[src/rtl/hs_arb_if.sv]
// ---------------------------------------------------------------------------
// hs_arb_if
// Bundle of all handshake and payload signals around hs_rr_arbiter.
//   master : the arbiter's view (drives ack_out, rx_req, rx_data, status)
//   slave  : the surrounding senders/receiver (drive req_in, data_in, rx_ack)
// Signals:
//   req_in      [NUM_REQ]          per-sender req, may be asynchronous
//   data_in     [NUM_REQ*DATA_W]   sender k payload at [k*DATA_W +: DATA_W]
//   ack_out     [NUM_REQ]          per-sender ack
//   rx_req      [1]                req to the receiver
//   rx_ack      [1]                ack from the receiver (clk1 domain)
//   rx_data     [DATA_W]           payload to the receiver
//   grant_id    [clog2(NUM_REQ)]   current / last granted sender
//   busy        [1]                arbiter not idle
//   timeout_err [1]                sticky receiver timeout flag
// ---------------------------------------------------------------------------
interface hs_arb_if #(
   parameter int NUM_REQ = 4,
   parameter int DATA_W  = 8
);
   localparam int ID_W = $clog2(NUM_REQ);

   logic [NUM_REQ-1:0]        req_in;
   logic [NUM_REQ*DATA_W-1:0] data_in;
   logic [NUM_REQ-1:0]        ack_out;
   logic                      rx_req;
   logic                      rx_ack;
   logic [DATA_W-1:0]         rx_data;
   logic [ID_W-1:0]           grant_id;
   logic                      busy;
   logic                      timeout_err;

   modport master (
      input  req_in, data_in, rx_ack,
      output ack_out, rx_req, rx_data, grant_id, busy, timeout_err
   );

   modport slave (
      output req_in, data_in, rx_ack,
      input  ack_out, rx_req, rx_data, grant_id, busy, timeout_err
   );
endinterface

[src/rtl/hs_rr_arbiter.sv]
// ---------------------------------------------------------------------------
// hs_rr_arbiter
// Round-robin arbiter sharing one 4-phase req/ack receiver port among
// NUM_REQ 4-phase senders. Each req_in bit is synchronised into clk1, one
// transfer is forwarded at a time, and the receiver's ack is routed back
// to the granted sender.
//
// Ports:
//   clk1  : arbiter / receiver clock
//   rst   : asynchronous, active-high reset
//   bus   : hs_arb_if.master (req_in, data_in, ack_out, rx_req, rx_ack,
//           rx_data, grant_id, busy, timeout_err)
//
// Optional feature (macro ARB_TIMEOUT_EN):
//   defined   : FWD gives up after TIMEOUT_CYCLES cycles without rx_ack,
//               acks the sender (payload dropped) and sets sticky timeout_err.
//   undefined : FWD waits indefinitely, timeout_err is constant 0.
// ---------------------------------------------------------------------------
module hs_rr_arbiter #(
   parameter int NUM_REQ        = 4,
   parameter int DATA_W         = 8,
   parameter int SYNC_STAGES    = 2,
   parameter int TIMEOUT_CYCLES = 64
) (
   input logic      clk1,
   input logic      rst,
   hs_arb_if.master bus
);
   localparam int ID_W = $clog2(NUM_REQ);

   typedef enum logic [1:0] {
      IDLE    = 2'd0,
      FWD     = 2'd1,
      RELEASE = 2'd2
   } state_t;

   state_t              state_q, state_d;
   logic [NUM_REQ-1:0]  sync_q [SYNC_STAGES];
   logic [NUM_REQ-1:0]  req_s;
   logic [NUM_REQ-1:0]  ack_q, ack_d;
   logic                rx_req_q, rx_req_d;
   logic [DATA_W-1:0]   rx_data_q, rx_data_d;
   logic [ID_W-1:0]     grant_q, grant_d;
   logic [ID_W-1:0]     ptr_q, ptr_d;
   logic [DATA_W-1:0]   slice [NUM_REQ];
   logic                found;
   logic [ID_W-1:0]     pick;
   logic [ID_W-1:0]     cand;
   int                  idx;
   logic                timeout_hit;

   // Per-sender payload view of the flat data bus.
   for (genvar k = 0; k < NUM_REQ; k++) begin : g_slice
      assign slice[k] = bus.data_in[k*DATA_W +: DATA_W];
   end

   // Synchroniser chain for every req_in bit.
   always_ff @(posedge clk1 or posedge rst) begin
      if (rst) begin
         for (int s = 0; s < SYNC_STAGES; s++) sync_q[s] <= '0;
      end else begin
         sync_q[0] <= bus.req_in;
         for (int s = 1; s < SYNC_STAGES; s++) sync_q[s] <= sync_q[s-1];
      end
   end

   assign req_s = sync_q[SYNC_STAGES-1];

   // Round-robin search: first eligible sender strictly after ptr_q,
   // wrapping at NUM_REQ. The pointer itself is visited last, so the
   // previous winner has the lowest priority.
   always_comb begin
      found = 1'b0;
      pick  = '0;
      idx   = 0;
      cand  = '0;
      for (int i = 1; i <= NUM_REQ; i++) begin
         idx = int'(ptr_q) + i;
         if (idx >= NUM_REQ) idx = idx - NUM_REQ;
         cand = ID_W'(idx);
         if (!found && req_s[cand] && !ack_q[cand]) begin
            found = 1'b1;
            pick  = cand;
         end
      end
   end

`ifdef ARB_TIMEOUT_EN
   localparam int CNT_W = $clog2(TIMEOUT_CYCLES + 1);

   logic [CNT_W-1:0] cnt_q, cnt_d;
   logic             terr_q, terr_d;

   // Counter is zero whenever not in FWD, so it starts at 0 on FWD entry.
   always_comb begin
      cnt_d  = '0;
      terr_d = terr_q;
      if (state_q == FWD) begin
         cnt_d = cnt_q + 1'b1;
         if (timeout_hit && !bus.rx_ack) terr_d = 1'b1;
      end
   end

   always_ff @(posedge clk1 or posedge rst) begin
      if (rst) begin
         cnt_q  <= '0;
         terr_q <= 1'b0;
      end else begin
         cnt_q  <= cnt_d;
         terr_q <= terr_d;
      end
   end

   assign timeout_hit     = (cnt_q == CNT_W'(TIMEOUT_CYCLES - 1));
   assign bus.timeout_err = terr_q;
`else
   assign timeout_hit     = 1'b0;
   assign bus.timeout_err = 1'b0;
`endif

   // State and registered outputs.
   always_ff @(posedge clk1 or posedge rst) begin
      if (rst) begin
         state_q   <= IDLE;
         ack_q     <= '0;
         rx_req_q  <= 1'b0;
         rx_data_q <= '0;
         grant_q   <= '0;
         ptr_q     <= ID_W'(NUM_REQ - 1);
      end else begin
         state_q   <= state_d;
         ack_q     <= ack_d;
         rx_req_q  <= rx_req_d;
         rx_data_q <= rx_data_d;
         grant_q   <= grant_d;
         ptr_q     <= ptr_d;
      end
   end

   // Next-state logic. A stale rx_ack blocks a new grant so the receiver
   // always sees a clean 4-phase cycle.
   always_comb begin
      state_d = state_q;
      unique case (state_q)
         IDLE: begin
            if (found && !bus.rx_ack) state_d = FWD;
         end
         FWD: begin
            if (bus.rx_ack || timeout_hit) state_d = RELEASE;
         end
         RELEASE: begin
            if (!req_s[grant_q] && !bus.rx_ack) state_d = IDLE;
         end
         default: state_d = IDLE;
      endcase
   end

   // Next values of the registered outputs.
   always_comb begin
      ack_d     = ack_q;
      rx_req_d  = rx_req_q;
      rx_data_d = rx_data_q;
      grant_d   = grant_q;
      ptr_d     = ptr_q;
      unique case (state_q)
         IDLE: begin
            if (found && !bus.rx_ack) begin
               rx_data_d = slice[pick];
               grant_d   = pick;
               rx_req_d  = 1'b1;
            end
         end
         FWD: begin
            // rx_req falls on the same edge ack rises, so the two never overlap.
            if (bus.rx_ack || timeout_hit) begin
               rx_req_d       = 1'b0;
               ack_d          = '0;
               ack_d[grant_q] = 1'b1;
            end
         end
         RELEASE: begin
            if (!req_s[grant_q] && !bus.rx_ack) begin
               ack_d = '0;
               ptr_d = grant_q;
            end
         end
         default: begin
            ack_d    = '0;
            rx_req_d = 1'b0;
         end
      endcase
   end

   assign bus.ack_out  = ack_q;
   assign bus.rx_req   = rx_req_q;
   assign bus.rx_data  = rx_data_q;
   assign bus.grant_id = grant_q;
   assign bus.busy     = (state_q != IDLE);

endmodule

[src/flat_wrapper.sv]
// flat-port wrapper written by rule: the top's interface ports become plain ports
module hs_rr_arbiter_flat 
#(
   parameter int NUM_REQ        = 4,
   parameter int DATA_W         = 8,
   parameter int SYNC_STAGES    = 2,
   parameter int TIMEOUT_CYCLES = 64
)
  (clk1, rst, bus_req_in, bus_data_in, bus_rx_ack, bus_ack_out, bus_rx_req, bus_rx_data, bus_grant_id, bus_busy, bus_timeout_err);
  hs_arb_if #(.NUM_REQ(NUM_REQ), .DATA_W(DATA_W)) bus_i ();
  input logic clk1;
  input logic rst;
  input wire logic [$bits(bus_i.req_in)-1:0] bus_req_in;
  input wire logic [$bits(bus_i.data_in)-1:0] bus_data_in;
  input wire logic [$bits(bus_i.rx_ack)-1:0] bus_rx_ack;
  output wire logic [$bits(bus_i.ack_out)-1:0] bus_ack_out;
  output wire logic [$bits(bus_i.rx_req)-1:0] bus_rx_req;
  output wire logic [$bits(bus_i.rx_data)-1:0] bus_rx_data;
  output wire logic [$bits(bus_i.grant_id)-1:0] bus_grant_id;
  output wire logic [$bits(bus_i.busy)-1:0] bus_busy;
  output wire logic [$bits(bus_i.timeout_err)-1:0] bus_timeout_err;
  assign bus_i.req_in = bus_req_in;
  assign bus_i.data_in = bus_data_in;
  assign bus_i.rx_ack = bus_rx_ack;
  assign bus_ack_out = bus_i.ack_out;
  assign bus_rx_req = bus_i.rx_req;
  assign bus_rx_data = bus_i.rx_data;
  assign bus_grant_id = bus_i.grant_id;
  assign bus_busy = bus_i.busy;
  assign bus_timeout_err = bus_i.timeout_err;
  hs_rr_arbiter #(.NUM_REQ(NUM_REQ), .DATA_W(DATA_W), .SYNC_STAGES(SYNC_STAGES), .TIMEOUT_CYCLES(TIMEOUT_CYCLES)) u_core (.clk1(clk1), .rst(rst), .bus(bus_i));
endmodule
[config.mk]
export PLATFORM = sky130hd
export DESIGN_NAME = hs_rr_arbiter_flat
export DESIGN_NICKNAME = d
export VERILOG_FILES = /design/src/rtl/hs_arb_if.sv /design/src/rtl/hs_rr_arbiter.sv /design/src/flat_wrapper.sv
export SDC_FILE = /design/constraint.sdc
export NUM_CORES = 1
export LEC_CHECK = 0
export ABC_CLOCK_PERIOD_IN_PS = 2100
export BUFFER_PORTS_ARGS = -buffer_cell sky130_fd_sc_hd__buf_2
export CAP_MARGIN = 30
export CORE_MARGIN = 8
export CORE_UTILIZATION = 47
export DETAILED_ROUTE_END_ITERATION = 7
export PLACE_DENSITY_LB_ADDON = 0.2
export REMOVE_ABC_BUFFERS = 1
export SETUP_SLACK_MARGIN = 0.3
export SYNTH_ARGS = -nofsm -noshare
export SYNTH_HDL_FRONTEND = slang
export SYNTH_SLANG_ARGS = --single-unit
[constraint.sdc]
create_clock -name clk1 -period 2.1 [get_ports clk1]
set_input_delay 0.21 -clock clk1 [delete_from_list [all_inputs] [get_ports clk1]]
set_output_delay 0.21 -clock clk1 [all_outputs]
set_load 0.01 [all_outputs]
==> results of run 1 <==
worst max-delay path: cells and delay by family (launching register included):
family	cells	cell delay (ps)
simple gates	1	260
mux	2	920
flops	1	470
flip-flops by register name, indices dropped and copies added, names as in the netlist:
| register | cells |
|---|---|
| u_core.bus.ack_out | 4 |
| u_core.bus.grant_id | 2 |
| u_core.bus.rx_data | 8 |
| u_core.bus.rx_req | 1 |
| u_core.ptr_q | 2 |
| u_core.req_s | 4 |
| u_core.state_q | 2 |
| u_core.sync_q | 4 |
stage by stage:
step / cell area (um^2) / hold slack, ps / util
after floorplan: 1290 / 241 / -
after global placement: 1630 / 266 / 0.596
after detailed placement: 1630 / 296 / 0.596
after CTS: 1740 / 197 / 0.636
after global routing: 1760 / 194 / 0.643
final: 1760 / 202 / 0.643
cell usage in the layout, fill, tap and decap left out, types with 2 or more instances in the layout:
cell	count
buf_4	4
dlygate4sd3_1	5
nor2b_4	2
buf_2	54
nor2b_1	2
nand2b_1	2
inv_1	2
nor2_1	3
o21ai_0	3
nand2_1	17
mux2_1	2
clkbuf_4	3
o221ai_1	9
dfrtp_1	24
a21oi_1	3
dfstp_2	2
nand3b_1	2
mux2i_1	17
report_power, final:
group | switching, W | total, W | internal, W
Sequential | 0.000192 | 0.000911 | 0.000718
Combinational | 0.000559 | 0.00114 | 0.000583
Clock | 0.000150 | 0.000222 | 0.0000713
Total | 0.000902 | 0.00227 | 0.00137
kinds of logic after synthesis:
logic type	after synthesis	share of synthesized area
muxes	21	0.168
and+or+nand+nor	36	0.153
DFF	27	0.503
other	1	0.00278
buffers and inverters	9	0.0473
AOI/OAI and AO/OA	22	0.125
worst max-delay path by stage:
stage / startpoint / endpoint / slack [ps] / cells past startpoint
6_report: u_core.bus.grant_id[0]$_DFFE_PP0P_ / u_core.ptr_q[0]$_DFFE_PP1P_ / 380 / 3
2_1_floorplan: u_core.bus.ack_out[3]$_DFFE_PP0P_ / u_core.bus.rx_data[3]$_DFFE_PP0P_ / -120 / 5
3_5_place_dp: u_core.bus.ack_out[3]$_DFFE_PP0P_ / u_core.bus.rx_data[3]$_DFFE_PP0P_ / -20 / 5
5_1_grt: u_core.bus.ack_out[1]$_DFFE_PP0P_ / u_core.bus.rx_data[1]$_DFFE_PP0P_ / 310 / 6
3_3_place_gp: u_core.bus.ack_out[3]$_DFFE_PP0P_ / u_core.bus.rx_data[0]$_DFFE_PP0P_ / 80 / 5
4_1_cts: u_core.bus.ack_out[0]$_DFFE_PP0P_ / u_core.bus.rx_data[3]$_DFFE_PP0P_ / 290 / 5
area by class of cell:
cell class	instances	share of cell area
timing repair buffer	64	0.211
clock inverter	1	0.00285
inverter	2	0.00427
tap	31	0.0221
multi-input combinational	80	0.360
sequential	27	0.387
clock buffer	3	0.0128
metal layers:
metal | vias to the layer above | share of wire
li1 | 540 | -
met1 | 517 | 0.39
met2 | 36 | 0.52
met3 | 6 | 0.075
met4 | 0 | 0.014
met5 | - | 0
repair_timing:
| item | CTS | global route |
|---|---|---|
| buffers inserted | 2 | 0 |
| endpoints found under the setup margin | 11 | 8 |
| endpoints found under the hold margin | 17 | 0 |
| pin swaps | 1 | 0 |
| gates resized for setup | 2 | 4 |
| hold buffers | 5 | 0 |
==> results.ini, run 1 <==
[global_routing]
met2_usage = 0.234
grtUsageMet1 = 0.131
globalRouteOverflowTotal = 0
grt_busiest_layer = met2
antenna_found_initial = 0
met3_usage = 0.0486
grt_max_degree = 16
grt_pass1_vias = 1213
grt_pass1_wl_mm = 5.27
gr-usage-all-layers = 0.127

[worst_hold_path]
min-delay-start = bus_data_in[8]
whs_endpoint = u_core.bus.rx_data[0]$_DFFE_PP0P_
hold_path.class = primary input to flip-flop
holdPathStages = 3

[logic_synthesis]
synth.most_common_cell = dfrtp_1
syn-mean-instance-area_um2 = 11.6
netlist_instances = 116
async_reset_ff_frac = 1.00
yosysUniqueCellTypes = 36
yosysTopAreaCellShare = 0.464
synth_edf_count = 0
yosysTopAreaCell = dfrtp_1
synthTopCellsByArea = dfrtp_1, mux2i_1, o221ai_1, nand2_1, dfstp_2
synth-seq-cells = 27
ys.warnings.count = 0
synthFlopType = dfrtp_1
yosys-top-cells-count = dfrtp_1, mux2i_1, nand2_1
yosysSeqAreaShare = 0.503
synth.cell_area_mm2 = 0.00135

[timing]
fin_setup_tns_ps = 0
tightestPinTransition_ps = 563
fmax_ghz = 0.583
finalSetupViolCount = 0
hold_viol = 0
min_period_over_period = 0.817
timing.slew.headroom = 0.624
finalMaxSlewViolations = 0
fin_ws_ps = 384
rsz0062_at_grt = false
timing.final.crit_period_ps = 1720
final.setup_skew_ps = 9.35

[setup_path]
crit_required_ps = 2360
r2r_start = u_core.bus.grant_id[0]$_DFFE_PP0P_
reg2reg_depth = 3
path_class = flip-flop to flip-flop
crit_path_max_incr_delay_ps = 580
cp_cell_sequence = mux4_2 > nor4b_4 > mux2_1
end_kind = flip-flop
cp-start-kind = flip-flop
r2r-end = u_core.ptr_q[0]$_DFFE_PP1P_
slowest_stage = mux4_2
path_max_fanout = 8
critical_path_arrival_ps = 1970
ff2ff_setup_slack_ps = 380

[placement]
post-place-ws_ps = -19.6
dp.cells = 197
port_buffers = 54
dp_hpwl_mm = 2.49
gp_congestion = 0.751

[finish]
diodes = 0
fin_nets = 217
drive_gt1_frac = 0.429
register_area_um2 = 679
multi_input_area_um2 = 633
fillers = 227
areaGrowthSynthToFinish_pct = 30.4
stdcell_count = 208

[detailed_routing]
drt_iter0_drc = 38
ant_nets = 0
routedWlPerCell_um = 15.3
vias_per_cell = 5.28
dr.pass1.iters = 4
vias = 1099
drc = 0
wl_mm = 3.18

[clocking]
clockBufferDepth = 2
clock_latency_ps = 320
cts-buffers-inserted = 3
cts_tree = done
cts.htree.levels = 1
path_clk_slew_ps = 140
cts.sinks = 27
cts_root_buf = clkbuf_4

[job]
drv_cap = 0

[floorplan]
die_y_um = 69.5
ios = 56
num_rows = 19
core_area_mm2 = 0.00273
initial_core_util = 0.493
die_x_um = 69.5
dieArea_mm2 = 0.00484

[pwr]
p_total_w = 0.00227
peakVddDrop_mv = 0.872
power.leakage_nw = 0.890
powerDensity_mw_per_mm2 = 1290

[run_status]
status = completed

(Power assumes the default switching activity.)
==> inputs of run 2 (changes only) <==
--- a/config.mk
+++ b/config.mk
@@ -5,7 +5,7 @@
 export SDC_FILE = /design/constraint.sdc
 export NUM_CORES = 1
 export LEC_CHECK = 0
-export ABC_CLOCK_PERIOD_IN_PS = 2100
+export ABC_CLOCK_PERIOD_IN_PS = 1700
 export BUFFER_PORTS_ARGS = -buffer_cell sky130_fd_sc_hd__buf_2
 export CAP_MARGIN = 30
 export CORE_MARGIN = 8
==> constraint.sdc (replaced) <==
create_clock -name clk1 -period 1.7 [get_ports clk1]
set_input_delay 0.17 -clock clk1 [delete_from_list [all_inputs] [get_ports clk1]]
set_output_delay 0.17 -clock clk1 [all_outputs]
set_load 0.01 [all_outputs]
==> run 2 against run 1 <==
  * The flow now finishes with violations (setup timing)
  * First-iteration DRC count is 21% lower
  * Utilization is 10 points higher
  * Global-route usage is 1.5 points higher
  * Sequential share of layout area is 5.4 points lower
  * Wire length is 15% higher
  * Worst setup slack worse by 410 ps
  * Via count is 7.2% higher
  * Critical path type unchanged
  * Total power is 56% higher
  * Cell count is 9.1% higher
  * Fmax is 0.55% lower
  * Worst hold slack worse by 74 ps
==> results.ini, run 2 (synthesis results as in run 1) <==
[run_status]
status = finished with violations
violations = setup timing

[clocking]
cts_tree = done
clockBufferDepth = 2
path_clk_slew_ps = 170
clock_latency_ps = 340
cts_root_buf = clkbuf_4
cts.sinks = 27
cts-buffers-inserted = 3
cts.htree.levels = 1

[finish]
fin_area_mm2 = 0.00204
areaGrowthSynthToFinish_pct = 51.6
drive_gt1_frac = 0.561
final_cell_mix = buf_2, dfrtp_1, nand2_1
stdcell_count = 227
largest_register_ffs = 8
layout_commonest_cell = buf_2
fin_nets = 236
diodes = 0

[floorplan]
ios = 56
die_y_um = 69.5
initial_core_util = 0.493
core_area_mm2 = 0.00273
dieArea_mm2 = 0.00484
num_rows = 19
die_x_um = 69.5

[placement]
dp_hpwl_mm = 2.56
gp_congestion = 0.830
dp.cells = 203
post-place-ws_ps = -13.0
post_dp_cell_area_mm2 = 0.00169
port_buffers = 54

[setup_path]
cp-start-kind = flip-flop
critical_path_arrival_ps = 1990
path_max_fanout = 3
path_class = flip-flop to flip-flop
crit_required_ps = 1970
end_kind = flip-flop

[timing]
hold_ws_ps = 129
rsz0062_at_grt = true
fin_ws_ps = -25.4
finalSetupViolCount = 5
finalMaxSlewViolations = 0
min_period_over_period = 1.01
timing.final.crit_period_ps = 1730
hold_viol = 0
final.setup_skew_ps = 18.7
fmax_ghz = 0.580
fin_setup_tns_ps = -61.7

[detailed_routing]
vias = 1178
routedWlPerCell_um = 16.1
wl_mm = 3.67
dr.pass1.iters = 4
drc = 0
drt_iter0_drc = 30
ant_nets = 0
vias_per_cell = 5.19

[global_routing]
globalRouteOverflowTotal = 0
grt_pass1_vias = 1269
grt_max_degree = 28
gr-usage-all-layers = 0.142
antenna_found_initial = 0
grt_pass1_wl_mm = 5.78

[pwr]
powerDensity_mw_per_mm2 = 1730
power.leakage_nw = 1.03
peakVddDrop_mv = 1.15

[job]
drv_cap = 0

[worst_hold_path]
hold_path.class = primary input to flip-flop

run 2: cell count changes in the layout (fill, tap and decap cells not counted), sizes merged:
cell    delta
buf       +17
clkbuf     +2
clkinv     -1
inv        +1
run 2: worst paths after layout:
kind,from,end,slack [ps],cells past startpoint
worst max-delay path,u_core.req_s[0]$_DFF_PP0_,u_core.ptr_q[1]$_DFFE_PP1P_,-30,3
worst min-delay path,bus_data_in[31],u_core.bus.rx_data[7]$_DFFE_PP0P_,130,3
worst max register to register,u_core.req_s[0]$_DFF_PP0_,u_core.ptr_q[1]$_DFFE_PP1P_,-30,3
worst min register to register,u_core.sync_q[7]$_DFF_PP0_,u_core.req_s[3]$_DFF_PP0_,370,0
max in group asynchronous,rst,u_core.ptr_q[1]$_DFFE_PP1P_,980,4
min in group asynchronous,rst,u_core.sync_q[6]$_DFF_PP0_,400,4
run 2: repair_timing:
action	CTS	global route
endpoints found under the setup margin	19	20
pin swaps	3	9
cloned	0	2
resized for setup	14	17
buffers inserted	6	7
hold buffers	5	0
hold endpoints to repair	29	0
run 2: metal layers:
| layer | global-route usage | share of wire | up-vias |
|---|---|---|---|
| met5 | 0 | 0 | - |
| li1 | - | - | 583 |
| met2 | 0.254 | 0.53 | 37 |
| met3 | 0.0558 | 0.062 | 4 |
| met4 | 0.0592 | 0.011 | 0 |
| met1 | 0.142 | 0.39 | 554 |
run 2: power by group:
part           leakage (nW)  internal (W)  switching, W  total [W]
clock                0.0183     0.0000960      0.000209   0.000305
combinational         0.679       0.00121      0.000967    0.00218
sequential            0.328      0.000888      0.000168    0.00106
total                  1.03       0.00219       0.00134    0.00354
run 2: worst max-delay path, cell delays in order, from the launching register on:
cell     delay, ps
dfrtp_1        450
mux4_2         530
nor4b_4        310
mux2_1         360
run 2: cell type report:
| class | instances | area (um^2) |
|---|---|---|
| multi-input cells | 80 | 707 |
| well taps | 31 | 38.8 |
| fillers | 194 | 691 |
| repair buffers | 83 | 579 |
| flip-flops and latches | 27 | 679 |
| inverters | 2 | 7.51 |
| clock inverters | 1 | 8.76 |
| clock buffers | 3 | 22.5 |
run 2: stage by stage:
stage                     power [W]   util
after floorplan             0.00197      -
after global placement      0.00253  0.617
after detailed placement    0.00260  0.617
after CTS                   0.00313  0.685
after global routing        0.00376  0.747
final                       0.00354  0.747
==> inputs of run 3 (changes only) <==
--- a/config.mk
+++ b/config.mk
@@ -5,11 +5,11 @@
 export SDC_FILE = /design/constraint.sdc
 export NUM_CORES = 1
 export LEC_CHECK = 0
-export ABC_CLOCK_PERIOD_IN_PS = 1700
+export ABC_CLOCK_PERIOD_IN_PS = 1400
 export BUFFER_PORTS_ARGS = -buffer_cell sky130_fd_sc_hd__buf_2
 export CAP_MARGIN = 30
 export CORE_MARGIN = 8
-export CORE_UTILIZATION = 47
+export CORE_UTILIZATION = 42
 export DETAILED_ROUTE_END_ITERATION = 7
 export PLACE_DENSITY_LB_ADDON = 0.2
 export REMOVE_ABC_BUFFERS = 1
==> constraint.sdc (replaced) <==
create_clock -name clk1 -period 1.4 [get_ports clk1]
set_input_delay 0.14 -clock clk1 [delete_from_list [all_inputs] [get_ports clk1]]
set_output_delay 0.14 -clock clk1 [all_outputs]
set_load 0.01 [all_outputs]
==> run 3 against run 2 <==
  * Combinational power grew 27%
  * Final area grew 4.3%
  * First-iteration DRC count grew 120%
  * Global-route usage shrank 0.48 points
  * The flow still finishes with violations (setup timing)
  * Cell count grew 8.8%
  * Largest power group unchanged
  * Worst hold slack lost 36 ps
  * Fmax shrank 1.8%
  * Clock-buffer cell count is the same
==> results.ini, run 3 (synthesis results as in run 1) <==
[finish]
areaGrowthSynthToFinish_pct = 58.2
fin_nets = 243
final_util = 0.698
layout_commonest_cell = buf_2
largest_register_ffs = 8
diodes = 0
drive_gt1_frac = 0.586
final_cell_mix = buf_2, dfrtp_1, buf_4
fin_area_mm2 = 0.00213

[detailed_routing]
dr.pass1.iters = 4
drt_iter0_drc = 66
ant_nets = 0
routedWlPerCell_um = 16.1
vias_per_cell = 5.11
wl_mm = 3.98
vias = 1263
drc = 0

[floorplan]
die_y_um = 72.6
dieArea_mm2 = 0.00528
initial_core_util = 0.441
ios = 56
core_area_mm2 = 0.00305
num_rows = 20
die_x_um = 72.6

[timing]
hold_viol = 0
fin_setup_tns_ps = -4070
timing.final.crit_period_ps = 1760
min_period_over_period = 1.25
final.setup_skew_ps = 7.14
fmax_ghz = 0.569
rsz0062_at_grt = true
finalSetupViolCount = 17
fin_ws_ps = -357
finalMaxSlewViolations = 0

[setup_path]
reg2reg_depth = 7
r2r_start = u_core.ptr_q[1]$_DFFE_PP1P_
ff2ff_setup_slack_ps = -360
path_class = flip-flop to flip-flop
crit_required_ps = 1640
cp-start-kind = flip-flop
end_kind = flip-flop
r2r-end = u_core.bus.rx_data[3]$_DFFE_PP0P_
critical_path_arrival_ps = 2000
path_max_fanout = 4

[clocking]
clockBufferDepth = 2
clock_latency_ps = 340
cts.sinks = 27
cts_root_buf = clkbuf_4
cts-buffers-inserted = 3
cts.htree.levels = 1
cts_tree = done
path_clk_slew_ps = 170

[pwr]
p_int_w = 0.00272
powerDensity_mw_per_mm2 = 2080
clkPwrFrac = 0.086
power.leakage_nw = 1.05
p_sw_frac = 0.386
switchingPower_w = 0.00171
p_total_w = 0.00444
power_frac_seq = 0.291
peakVddDrop_mv = 0.862
power_frac_comb = 0.623

[global_routing]
antenna_found_initial = 0
globalRouteOverflowTotal = 0
grt_pass1_wl_mm = 5.89
grt_pass1_vias = 1311
gr-usage-all-layers = 0.137
grt_max_degree = 28

[worst_hold_path]
hold_path.class = primary input to flip-flop
whs_endpoint = u_core.bus.rx_data[2]$_DFFE_PP0P_
holdPathStages = 3
min-delay-start = bus_data_in[26]

[placement]
post-place-ws_ps = -301
gp_congestion = 0.769
post_dp_cell_area_mm2 = 0.00178
port_buffers = 54
dp_hpwl_mm = 2.76

[run_status]
status = finished with violations
violations = setup timing

[job]
drv_cap = 0

## run 3: changes by cell type in the layout (fill, tap and decap cells not counted), sizes merged
cell / previous run / this run
buf: 76 / 85
clkbuf: 5 / 3
## run 3: how the worst max path moves through the flow
stage                                   endpoint  depth (start not counted)                               start  slack [ps]
2_1_floorplan  u_core.bus.rx_data[3]$_DFFE_PP0P_                          5   u_core.bus.ack_out[3]$_DFFE_PP0P_        -820
6_report       u_core.bus.rx_data[3]$_DFFE_PP0P_                          7         u_core.ptr_q[1]$_DFFE_PP1P_        -360
5_1_grt        u_core.bus.rx_data[3]$_DFFE_PP0P_                          6   u_core.bus.ack_out[0]$_DFFE_PP0P_        -440
4_1_cts              u_core.ptr_q[1]$_DFFE_PP1P_                          3  u_core.bus.grant_id[0]$_DFFE_PP0P_        -240
3_3_place_gp   u_core.bus.rx_data[4]$_DFFE_PP0P_                          6   u_core.bus.ack_out[3]$_DFFE_PP0P_        -220
3_5_place_dp   u_core.bus.rx_data[5]$_DFFE_PP0P_                          5         u_core.ptr_q[1]$_DFFE_PP1P_        -300
## run 3: power groups by stage
stage / logic [W] / clock network (W) / registers [W]
2_1_floorplan: 0.000975 / 0 / 0.00142
3_3_place_gp: 0.00195 / 0 / 0.00126
3_5_place_dp: 0.00201 / 0 / 0.00127
4_1_cts: 0.00222 / 0.000384 / 0.00126
5_1_grt: 0.00295 / 0.000412 / 0.00133
6_report: 0.00277 / 0.000381 / 0.00129
## run 3: per-layer routing
metal / vias to the layer above / GRT usage / wire length [um]
met3: 6 / 0.0316 / 191
met2: 30 / 0.240 / 2160
met5: - / 0 / 0
met1: 629 / 0.161 / 1580
met4: 0 / 0.0444 / 47
li1: 598 / - / -
## run 3: metrics by stage
| stage | cells | hold WS (ps) |
|---|---|---|
| final | 247 | 92.7 |
| after global routing | 247 | 92.8 |
| after CTS | 240 | 104 |
| after detailed placement | 229 | 229 |
| after global placement | 229 | 209 |
| after floorplan | 109 | 171 |
## run 3: worst max-delay path, cell delays in order, from the launching register on
cell,delay (ps)
dfstp_2,620
buf_4,140
nand2_1,50
a21oi_1,210
nor3_4,100
buf_4,170
mux2i_1,230
o221ai_2,140
## run 3: area by class of cell
type | count | area (um^2)
multi-input combinational | 80 | 719
fill | 234 | 921
clock buffer | 3 | 22.5
tap | 44 | 55.1
timing repair buffer | 90 | 639
inverter | 2 | 7.51
sequential | 27 | 679
clock inverter | 1 | 8.76
## run 3: timing repair
item	4_1_cts	5_1_grt
buffers inserted	2	7
setup endpoints to repair	25	26
endpoints found under the hold margin	29	0
resized for setup	12	36
pin swaps	2	11
hold buffers	5	0
